[config.mk]
export PLATFORM = sky130hd
export DESIGN_NAME = object_engine
export DESIGN_NICKNAME = d
export VERILOG_FILES = /design/src/rtl/object_engine.sv
export SDC_FILE = /design/constraint.sdc
export NUM_CORES = 1
export LEC_CHECK = 0
export BUFFER_PORTS_ARGS = -buffer_cell sky130_fd_sc_hd__buf_4
export CORE_UTILIZATION = 35
export CTS_CLUSTER_DIAMETER = 120
export CTS_CLUSTER_SIZE = 40
export DETAILED_ROUTE_END_ITERATION = 6
export PLACE_DENSITY = 0.58
export SETUP_SLACK_MARGIN = 0.5
export SYNTH_ARGS = -nofsm -noshare
export SYNTH_HDL_FRONTEND = slang
export SYNTH_SLANG_ARGS = --single-unit
[constraint.sdc]
create_clock -name clk_100MHz -period 8.17 [get_ports clk_100MHz]
set_clock_uncertainty 0.15 [all_clocks]
set_input_delay 0.4085 -clock clk_100MHz [delete_from_list [all_inputs] [get_ports clk_100MHz]]
set_output_delay 0.4085 -clock clk_100MHz [all_outputs]
set_load 0.01 [all_outputs]
[src/rtl/object_engine.sv]
// Moving-object manager: N_OBJ bouncing boxes, one advanced per clock
// after refresh_tick, player-overlap retirement and per-pixel coverage.
module object_engine #(
  parameter int N_OBJ       = 16,
  parameter int OBJ_SIZE    = 16,
  parameter int PLAYER_SIZE = 20,
  parameter int H_MAX       = 640,
  parameter int V_MAX       = 480,
  parameter int VW          = 4
) (
  input  logic                       clk_100MHz,
  input  logic                       reset,
  input  logic                       refresh_tick,
  input  logic [9:0]                 player_x,
  input  logic [9:0]                 player_y,
  input  logic                       spawn_valid,
  output logic                       spawn_ready,
  input  logic [9:0]                 spawn_x,
  input  logic [9:0]                 spawn_y,
  input  logic signed [VW-1:0]       spawn_dx,
  input  logic signed [VW-1:0]       spawn_dy,
  input  logic [9:0]                 x,
  input  logic [9:0]                 y,
  input  logic                       video_on,
  output logic                       pix_on,
  output logic [$clog2(N_OBJ)-1:0]   pix_id,
  output logic                       hit_pulse,
  output logic [$clog2(N_OBJ)-1:0]   hit_id,
  output logic [$clog2(N_OBJ):0]     active_count,
  output logic                       busy,
  output logic                       frame_done,
  output logic                       overrun
);

  localparam int IW = $clog2(N_OBJ);
  localparam logic [9:0] XMAX = 10'(H_MAX - OBJ_SIZE);
  localparam logic [9:0] YMAX = 10'(V_MAX - OBJ_SIZE);

  typedef enum logic [1:0] {
    IDLE,
    UPDATE,
    DONE
  } state_t;

  state_t            state;
  logic [IW-1:0]     idx;
  logic [N_OBJ-1:0]  active;
  logic [9:0]        obj_x  [N_OBJ];
  logic [9:0]        obj_y  [N_OBJ];
  logic [VW-1:0]     obj_dx [N_OBJ];
  logic [VW-1:0]     obj_dy [N_OBJ];

  // Negating the most-negative velocity saturates instead of wrapping.
  function automatic logic [VW-1:0] neg_sat(input logic [VW-1:0] d);
    if (d == {1'b1, {(VW-1){1'b0}}})
      return {1'b0, {(VW-1){1'b1}}};
    return -d;
  endfunction

  function automatic logic [10+VW-1:0] axis_step(
    input logic [9:0]    p,
    input logic [VW-1:0] d,
    input logic [9:0]    lim
  );
    logic signed [11:0] n;
    n = $signed({2'b00, p}) + $signed({{(12-VW){d[VW-1]}}, d});
    if (n[11])
      return {10'd0, neg_sat(d)};
    else if (n > $signed({2'b00, lim}))
      return {lim, neg_sat(d)};
    return {n[9:0], d};
  endfunction

  logic          free_found;
  logic [IW-1:0] free_id;

  always_comb begin
    free_found = 1'b0;
    free_id    = '0;
    for (int i = N_OBJ - 1; i >= 0; i--) begin
      if (!active[i]) begin
        free_found = 1'b1;
        free_id    = IW'(i);
      end
    end
  end

  assign spawn_ready = !reset && (state == IDLE) && free_found;

  logic       spawn_fire;
  logic [9:0] sx, sy;

  assign spawn_fire = spawn_valid && spawn_ready;
  assign sx = (spawn_x > XMAX) ? XMAX : spawn_x;
  assign sy = (spawn_y > YMAX) ? YMAX : spawn_y;

  logic [10+VW-1:0] step_x, step_y;
  logic [9:0]       nx, ny;
  logic [VW-1:0]    ndx, ndy;
  logic             hit;

  assign step_x = axis_step(obj_x[idx], obj_dx[idx], XMAX);
  assign step_y = axis_step(obj_y[idx], obj_dy[idx], YMAX);
  assign {nx, ndx} = step_x;
  assign {ny, ndy} = step_y;

  // Half-open boxes: touching edges do not overlap.
  assign hit = active[idx]
    && (12'(nx) < 12'(player_x) + 12'(PLAYER_SIZE))
    && (12'(player_x) < 12'(nx) + 12'(OBJ_SIZE))
    && (12'(ny) < 12'(player_y) + 12'(PLAYER_SIZE))
    && (12'(player_y) < 12'(ny) + 12'(OBJ_SIZE));

  always_ff @(posedge clk_100MHz) begin
    if (reset) begin
      state        <= IDLE;
      idx          <= '0;
      active       <= '0;
      busy         <= 1'b0;
      frame_done   <= 1'b0;
      hit_pulse    <= 1'b0;
      hit_id       <= '0;
      active_count <= '0;
      overrun      <= 1'b0;
      for (int i = 0; i < N_OBJ; i++) begin
        obj_x[i]  <= '0;
        obj_y[i]  <= '0;
        obj_dx[i] <= '0;
        obj_dy[i] <= '0;
      end
    end else begin
      frame_done <= 1'b0;
      hit_pulse  <= 1'b0;
      if (spawn_fire) begin
        obj_x[free_id]  <= sx;
        obj_y[free_id]  <= sy;
        obj_dx[free_id] <= spawn_dx;
        obj_dy[free_id] <= spawn_dy;
        active[free_id] <= 1'b1;
        active_count    <= active_count + 1'b1;
      end
      unique case (state)
        IDLE: begin
          if (refresh_tick) begin
            state <= UPDATE;
            idx   <= '0;
            busy  <= 1'b1;
          end
        end
        UPDATE: begin
          if (refresh_tick)
            overrun <= 1'b1;
          if (active[idx]) begin
            obj_x[idx]  <= nx;
            obj_y[idx]  <= ny;
            obj_dx[idx] <= ndx;
            obj_dy[idx] <= ndy;
          end
          if (hit) begin
            active[idx]  <= 1'b0;
            hit_pulse    <= 1'b1;
            hit_id       <= idx;
            active_count <= active_count - 1'b1;
          end
          if (idx == IW'(N_OBJ - 1)) begin
            state      <= DONE;
            frame_done <= 1'b1;
          end else begin
            idx <= idx + 1'b1;
          end
        end
        DONE: begin
          if (refresh_tick)
            overrun <= 1'b1;
          state <= IDLE;
          busy  <= 1'b0;
        end
        default: state <= IDLE;
      endcase
    end
  end

  logic          pix_hit;
  logic [IW-1:0] pix_sel;

  always_comb begin
    pix_hit = 1'b0;
    pix_sel = '0;
    for (int i = N_OBJ - 1; i >= 0; i--) begin
      if (active[i]
          && (x >= obj_x[i])
          && (11'(x) < 11'(obj_x[i]) + 11'(OBJ_SIZE))
          && (y >= obj_y[i])
          && (11'(y) < 11'(obj_y[i]) + 11'(OBJ_SIZE))) begin
        pix_hit = 1'b1;
        pix_sel = IW'(i);
      end
    end
  end

  always_ff @(posedge clk_100MHz) begin
    if (reset) begin
      pix_on <= 1'b0;
      pix_id <= '0;
    end else begin
      pix_on <= video_on && pix_hit;
      pix_id <= (video_on && pix_hit) ? pix_sel : '0;
    end
  end

endmodule
# After elaboration in Yosys (flattened, before gate mapping)
# Memories as Yosys holds them, arrays and structs flattened. A register that Yosys moved wholly into a read port is not among the register bits.
# Index checks and enable logic that the tools add are counted.
# totals
register_bits,40
latch_bits,0
word_cells,400
mem_bits_ro,0
input_bits,73
mem_count,4
ramBits,448
out_inout_bits,19
# classes
n_addsub,43
eq_ne,8
div,0
multipliers,0
order_cmp,76
bitwise,5
n_reduce_logical,97
muxes,153
shift,0
# mem_list
name,depth,width,rd,rd_ports_with_merged_regs,wr,line,rtl
obj_x,16,10,17,1,16,48,logic [9:0] obj_x [N_OBJ];
obj_y,16,10,17,1,16,49,logic [9:0] obj_y [N_OBJ];
obj_dx,16,4,1,1,16,50,logic [VW-1:0] obj_dx [N_OBJ];
obj_dy,16,4,1,1,16,51,logic [VW-1:0] obj_dy [N_OBJ];
# ops
cell,n
$add A10 B5 Y11 const B,36
$lt A10 B11 Y1,36
$ge A10 B10 Y1,32
$mux W4,52
$mux W14,6
$logic_and A1 B1 Y1,74
$mux W1,68
$mux W16,4
$mux W10,6
$reduce_or A10 Y1,5
$add A11 B4 Y12,2
$reduce_or A4 Y1,5
$and A16 B16 Y16,1
$not A16 Y16,1
$or A16 B16 Y16,1
$mux W5,3
$eq A4 B4 Y1 const B,3
$gt A12 B10 Y1 const B,1
$gt A12 B11 Y1 const B,1
$mux W3,4
$gt A10 B10 Y1 const B,1
$gt A10 B9 Y1 const B,1
$lt A4 B5 Y1 const B,2
$demux W1 S4,2
other kinds (22),35

# Logic depth before layout (Yosys ltp)
# Gate-level depths: netlist of the first run.
# depth
ltp_word,26
ltp_mapped,36
depth_no_buf,30

# Worst setup path before layout of the first run
# OpenSTA, ideal clock, no wires.
# synth_timing
path_type,register to register
startpoint,register with a tool-made name
endpoint,register active_count[2]
path_buffers,6
stages_incl_launch_ff,32
required_ns,7.892
arrival_time_ns,8.536
synth_period_minus_slack_ns,8.814
setup_slack_ns,-0.644
cell_sequence,dfxtp_1 buf_2 buf_1 buf_2 clkbuf_1 clkbuf_1 mux4_2 mux4_2 ha_1 fa_1 a211oi_1 o21ai_0 a211oi_1 or4b_1 a211o_1 a21oi_2 buf_6 and2b_1 ha_1 nand3_1 xor2_1 ha_1 o21a_1 o21ai_0 nor2_1 a2111o_1 or4_1 or3_1 a21oi_4 mux2i_1 xor2_1 nor2_1
# synth_rtl
element,line,rtl
"end signal, assigned",140,active_count <= active_count + 1'b1;
"end signal, assigned",163,active_count <= active_count - 1'b1;
"end, declared",29,"output logic [$clog2(N_OBJ):0] active_count,"

==> qor.yml, run 1 <==
antenna_found_initial: 5
finalSetupViolCount: 0
grt_usage_pct: 22.95
slowest_stage: "mux4_2"
nets: 4583
worstPathMaxFanout: 7
clockBufferDepth: 3
layout_commonest_cell: "ha_1"
row_count: 121
yosys.area.top_type: "edfxtp_1"
clk_latency_ns: 0.63
worst_pin_slew_ns: 1.356
pwr_density_cell_nw_per_um2: 143.6
worstPathArrival_ns: 7.96
slew_headroom_pct: 9.386
htreeDepth: 1
initial_core_util_pct: 35.52
grt_overflow_total: 0
path_clk_slew_ns: 0.14
fin_setup_tns_ns: 0
routed_wl_um: 131700
die-area_um2: 112600
synthArstFlopShare_pct: 0
ys.flop_type: "edfxtp_1"
period_share_pct: 93.01
fin_cells: 5380
yosys-top-cells-area: "edfxtp_1 35%, ha_1 20%, mux4_2 8.3%"
die_x_um: 335.5
netlist_area_um2: 38930
routabilityCongestion: 0.9450
synth_seq_cells: 492
netlist_instances: 3761
n_antenna_cell: 0
cp-end-kind: "register"
area_growth_pct: 11.32
crit_family: "compound AO/OA/AOI/OAI gates"
grt_pass1_vias: 29240
slowest_delay_ns: 0.56
cts_tree: "done"
core_um2: 109600
root_buffer: "clkbuf_16"
min_period_ns: 7.599
max_freq_mhz: 131.6
cp.required_ns: 8.53
drcViolationCount: 0
die_height_um: 335.5
ant_nets: 0
outcome: "completed"
first_pass_iters: 6
numCtsBuffers: 20
path_buf_inv: 3
crit_type: "reg2reg"
vias: 30600
grt_max_degree: 56
grt_pass1_wl_um: 193100
max-cap-violations: 0
ios: 92
synth-edff-count: 448
rsz0062_at_grt: "yes"
vias_per_cell: 5.688
synth_cell_types: 93
peakVddDrop_mv: 0.1330
drive_gt1_share_pct: 12.78
wl_per_cell_um: 24.48
finalHoldViolCount: 0
drt_iter0_markers: 3647
cts_sinks: 492
ys_warn_count: 0
start_kind: "register"
path_common_cell: "buf_12"
drv_slew: 0
syn_avg_cell_area_um2: 10.35
placed_cells: 5309
synth_top_area_share_pct: 34.55
io_buffers: 91
p_leak_uw: 0.01721
ys_seq_area_share_pct: 36.82
final_cell_mix: "603 x ha_1, 531 x nor2_1, 448 x edfxtp_1, 390 x inv_1, 189 x buf_4"
dp_hpwl_um: 95790
hold_class: "in2reg"
-- cell usage after synthesis (23+ instances only) --
cell / number
mux4_2: 143
a31oi_1: 28
buf_2: 30
o211ai_1: 23
nor2b_1: 56
a21o_1: 56
xor2_1: 23
clkbuf_1: 62
edfxtp_1: 448
o21ai_0: 135
nor3_1: 81
nand2_1: 84
a211oi_1: 43
nand3_1: 157
inv_1: 390
ha_1: 617
nor4_1: 28
nand4_1: 32
nor2_1: 537
o21a_1: 84
a21oi_1: 148
xnor2_1: 142
dfxtp_1: 44
nand2b_1: 54
-- power breakdown --
part	internal, uW	switching (uW)
Combinational	745	1060
Sequential	2840	103
Clock	518	954
-- final cells by class --
| cell class | count | area, um2 |
|---|---|---|
| clock inverter | 13 | 240.2 |
| tap | 1476 | 1847 |
| fill | 10780 | 66270 |
| clock buffer | 22 | 508.0 |
| sequential | 492 | 14340 |
| inverter | 391 | 1468 |
| timing repair buffer | 211 | 1822 |
| multi-input combinational | 2775 | 23110 |
-- cells by family (layout without fill, tap and decap cells) --
kind of cell,after synthesis,after routing,synth area share (%)
compound gates,695,695,12.05
xor+xnor,165,165,3.712
fa+ha+maj,619,619,19.93
buf+inv,510,637,5.168
flops,492,492,36.82
mux,166,166,8.938
other cells,2,18,0.01929
simple gates,1112,1112,13.36
-- metrics by stage --
stage	worst slack (ns)	area, um2	util [%]	hold WS (ns)	total power [uW]
6_report	0.5713	43340	39.54	0.07693	6222
3_5_place_dp	0.1677	41810	38.14	0.3165	4659
5_1_grt	0.3631	43340	39.54	0.08831	6499
3_3_place_gp	0.2380	41810	38.14	0.3084	4635
2_1_floorplan	0.5145	39180	-	0.3491	4066
4_1_cts	0.5009	42740	39.00	0.06386	6132
-- worst reg2reg max path: cells and delay by family (launching register included) --
kind            cells  cell delay [ns]
buf+inv             3             0.45
fa+ha+maj           4             1.04
flops               1             0.40
xor+xnor            2             0.33
mux                 3             1.29
compound gates      9             2.02
simple gates        7             1.79
-- timing repair --
action	CTS	global route
pin swaps	1	14
gates cloned	1	2
hold buffers	1	0
buffers inserted	10	22
gates resized for setup	16	74
setup endpoints to repair	24	26
hold endpoints to repair	3	0
-- per-layer routing --
layer	vias up	share of wire, %	track usage [%]
li1	14060	-	-
met1	15070	44	32.50
met2	1288	45	36.79
met3	182	7.7	2.720
met4	2	3.3	6.257
met5	-	0.0099	0
-- state kept, by name, indices dropped and copies added, names as in the netlist, 2 cells and up, named ones only --
| signal | flops |
|---|---|
| obj_x | 160 |
| obj_dx | 64 |
| obj_dy | 64 |
| active_count | 5 |
| state | 2 |
| active | 16 |
| pix_id | 4 |
| idx | 4 |
| hit_id | 4 |
| obj_y | 160 |
-- final timing paths --
| kind | startpoint | endpoint | slack (ns) | cells past startpoint |
|---|---|---|---|---|
| max reg2reg | register | active_count[2] | 0.57 | 28 |
| min reg2reg | overrun | overrun | 0.35 | 2 |
| max | register | active_count[2] | 0.57 | 28 |
| min | reset | hit_id[3] | 0.08 | 2 |
No activity file was read; power rests on OpenSTA's default activity.
==> run 2, diff against run 1 <==
--- a/config.mk
+++ b/config.mk
@@ -10,7 +10,9 @@
 export CTS_CLUSTER_DIAMETER = 120
 export CTS_CLUSTER_SIZE = 40
 export DETAILED_ROUTE_END_ITERATION = 6
+export GPL_TIMING_DRIVEN = 0
 export PLACE_DENSITY = 0.58
+export REMOVE_ABC_BUFFERS = 1
 export SETUP_SLACK_MARGIN = 0.5
 export SYNTH_ARGS = -nofsm -noshare
 export SYNTH_HDL_FRONTEND = slang
==> run 2 against run 1 <==
- largest cell class unchanged
- critical path depth increased by 4
- final cell count decreased by 0.11%
- register-to-register slack worse by 0.13 ns
- critical path type unchanged
==> qor.yml, run 2 (same netlist as run 1, synthesis figures left out) <==
max_freq_mhz: 129.4  # was 131.6 MHz
core_um2: 109600  # unchanged
die-area_um2: 112600  # unchanged
path_clk_slew_ns: 0.16  # was 0.14 ns
cp.required_ns: 8.51  # was 8.53 ns
utilization_pct: 40.20  # was 39.54%
outcome: "completed"  # unchanged
antenna_found_initial: 1  # was 5
wl_per_cell_um: 23.47  # was 24.48 um
area_growth_pct: 13.18  # was 11.32%
htreeDepth: 1  # unchanged
routed_wl_um: 126100  # was 131,700 um
crit_type: "reg2reg"  # unchanged
grt_pass1_vias: 28540  # was 29,240
period_share_pct: 94.58  # was 93.01%
first_pass_iters: 5  # was 6
cts_tree: "done"  # unchanged
row_count: 121  # unchanged
worstPathMaxFanout: 7  # unchanged
vias_per_cell: 5.544  # was 5.688
grt_pass1_wl_um: 185100  # was 193,100 um
drt_iter0_markers: 2867  # was 3,647
routabilityCongestion: 0.9138  # was 0.9450
finalSetupViolCount: 0  # unchanged
worstPathArrival_ns: 8.07  # was 7.96 ns
cts_sinks: 492  # unchanged
root_buffer: "clkbuf_16"  # unchanged
drive_gt1_share_pct: 13.44  # was 12.78%
rsz0062_at_grt: "yes"  # unchanged
finalHoldViolCount: 0  # unchanged
die_x_um: 335.5  # unchanged
reg2reg_depth: 32  # was 28
layout_commonest_cell: "ha_1"  # unchanged
r2r_setup_slack_ns: 0.44  # was 0.57 ns
grt_max_degree: 56  # unchanged
drv_slew: 0  # unchanged
p_leak_uw: 0.01743  # was 0.01721 uW
n_antenna_cell: 0  # unchanged
start_kind: "register"  # unchanged
final_cell_mix: "606 x ha_1, 525 x nor2_1, 448 x edfxtp_1, 391 x inv_1, 143 x mux4_2"  # was 603 x ha_1, 531 x nor2_1, 448 x edfxtp_1, 390 x inv_1, 189 x buf_4
slowest_delay_ns: 0.59  # was 0.56 ns
clockBufferDepth: 3  # unchanged
grt_overflow_total: 0  # unchanged
ant_nets: 0  # unchanged
grt_usage_pct: 21.89  # was 22.95%
top_regs: "obj_x: 160 flops, obj_y: 160 flops"  # unchanged
pwr-share-seq_pct: 48.2  # was 47.3%
fin_setup_tns_ns: 0  # unchanged
die_height_um: 335.5  # unchanged
cp-end-kind: "register"  # unchanged
drcViolationCount: 0  # unchanged
pwr_density_cell_nw_per_um2: 137.8  # was 143.6 nW/um2
peakVddDrop_mv: 0.1308  # was 0.1330 mV
min_period_ns: 7.727  # was 7.599 ns
cp-endpoint: "active[2]"  # was active_count[2]
rr_endpoint: "active[2]"  # was active_count[2]
slowest_stage: "mux4_2"  # unchanged
intPower_uw: 4060  # was 4103 uW
io_buffers: 91  # unchanged
hold_class: "in2reg"  # unchanged
switching_share_pct: 33.13  # was 34.07%
max-cap-violations: 0  # unchanged
power.share.combinational_pct: 30.4  # was 29.1%
clkPwrFrac_pct: 21.4  # was 23.7%
nets: 4580  # was 4,583
ios: 92  # unchanged
clk_latency_ns: 0.61  # was 0.63 ns
initial_core_util_pct: 35.52  # unchanged
slew_headroom_pct: 4.642  # was 9.386%
path_common_cell: "buf_12"  # unchanged
vias: 29800  # was 30,600
dp_hpwl_um: 92080  # was 95,790 um
numCtsBuffers: 17  # was 20
p_sw_uw: 2011  # was 2120 uW
worst_pin_slew_ns: 1.394  # was 1.356 ns
run 2: timing repair:
action	CTS	global route
hold buffers	1	0
setup buffers	23	38
gates resized for setup	48	67
setup endpoints to repair	26	26
gates cloned	7	2
hold endpoints to repair	3	0
pin swaps	9	15
run 2: metrics by stage:
stage	worst slack [ns]	instances	cell area (um2)	hold WS, ns	power, uW
finish	0.4428	5374	44060	0.1089	6072
global route	0.2395	5374	44060	0.1102	6356
CTS	0.5042	5334	43350	0.09094	6001
detailed placement	-1.675	5274	42150	0.3158	4635
global placement	-7.197	5225	40980	0.3052	4584
floorplan	-3.477	3658	38450	0.3301	4041
run 2: area by class of cell:
cell class	instances	area, um2
sequential	492	14340
clock inverter	6	107.6
multi-input combinational	2775	23300
inverter	391	1468
tap	1476	1847
timing repair buffer	211	2552
clock buffer	23	447.9
fill	10610	65550
run 2: layer usage:
layer	global-route usage [%]	part of all wire (%)	up-vias	wire length [um]
met5	0	0.0071	-	9
met4	9.055	4.6	2	5760
met3	2.229	5.6	175	7061
met2	36.03	46	983	58460
met1	29.27	43	14580	54830
li1	-	-	14060	-
run 2: how the worst min path moves through the flow:
stage	start	to	slack, ns	depth (start not counted)
final	spawn_dy[2]	obj_dy[10][2]	0.11	3
after global routing	spawn_dy[3]	obj_dy[9][3]	0.11	3
after detailed placement	overrun	overrun	0.32	2
after global placement	overrun	overrun	0.31	2
after floorplan	reset	hit_pulse	0.33	1
after CTS	spawn_dy[2]	obj_dy[10][2]	0.09	3
run 2: worst max-delay path, delay by kind of cell, from the launching register on:
family          cells  cell delay (ns)
buf+inv             6             0.83
simple gates        8             1.46
flops               1             0.42
mux                 3             1.44
fa+ha+maj           4             1.13
compound gates     11             2.17
run 2: power groups by stage:
stage               Combinational, uW  Sequential [uW]  Clock (uW)
finish                           1850             2930        1300
CTS                              1760             2920        1320
detailed placement               1650             2990           0
floorplan                        1080             2960           0
global route                     2040             2940        1380
global placement                 1570             3010           0
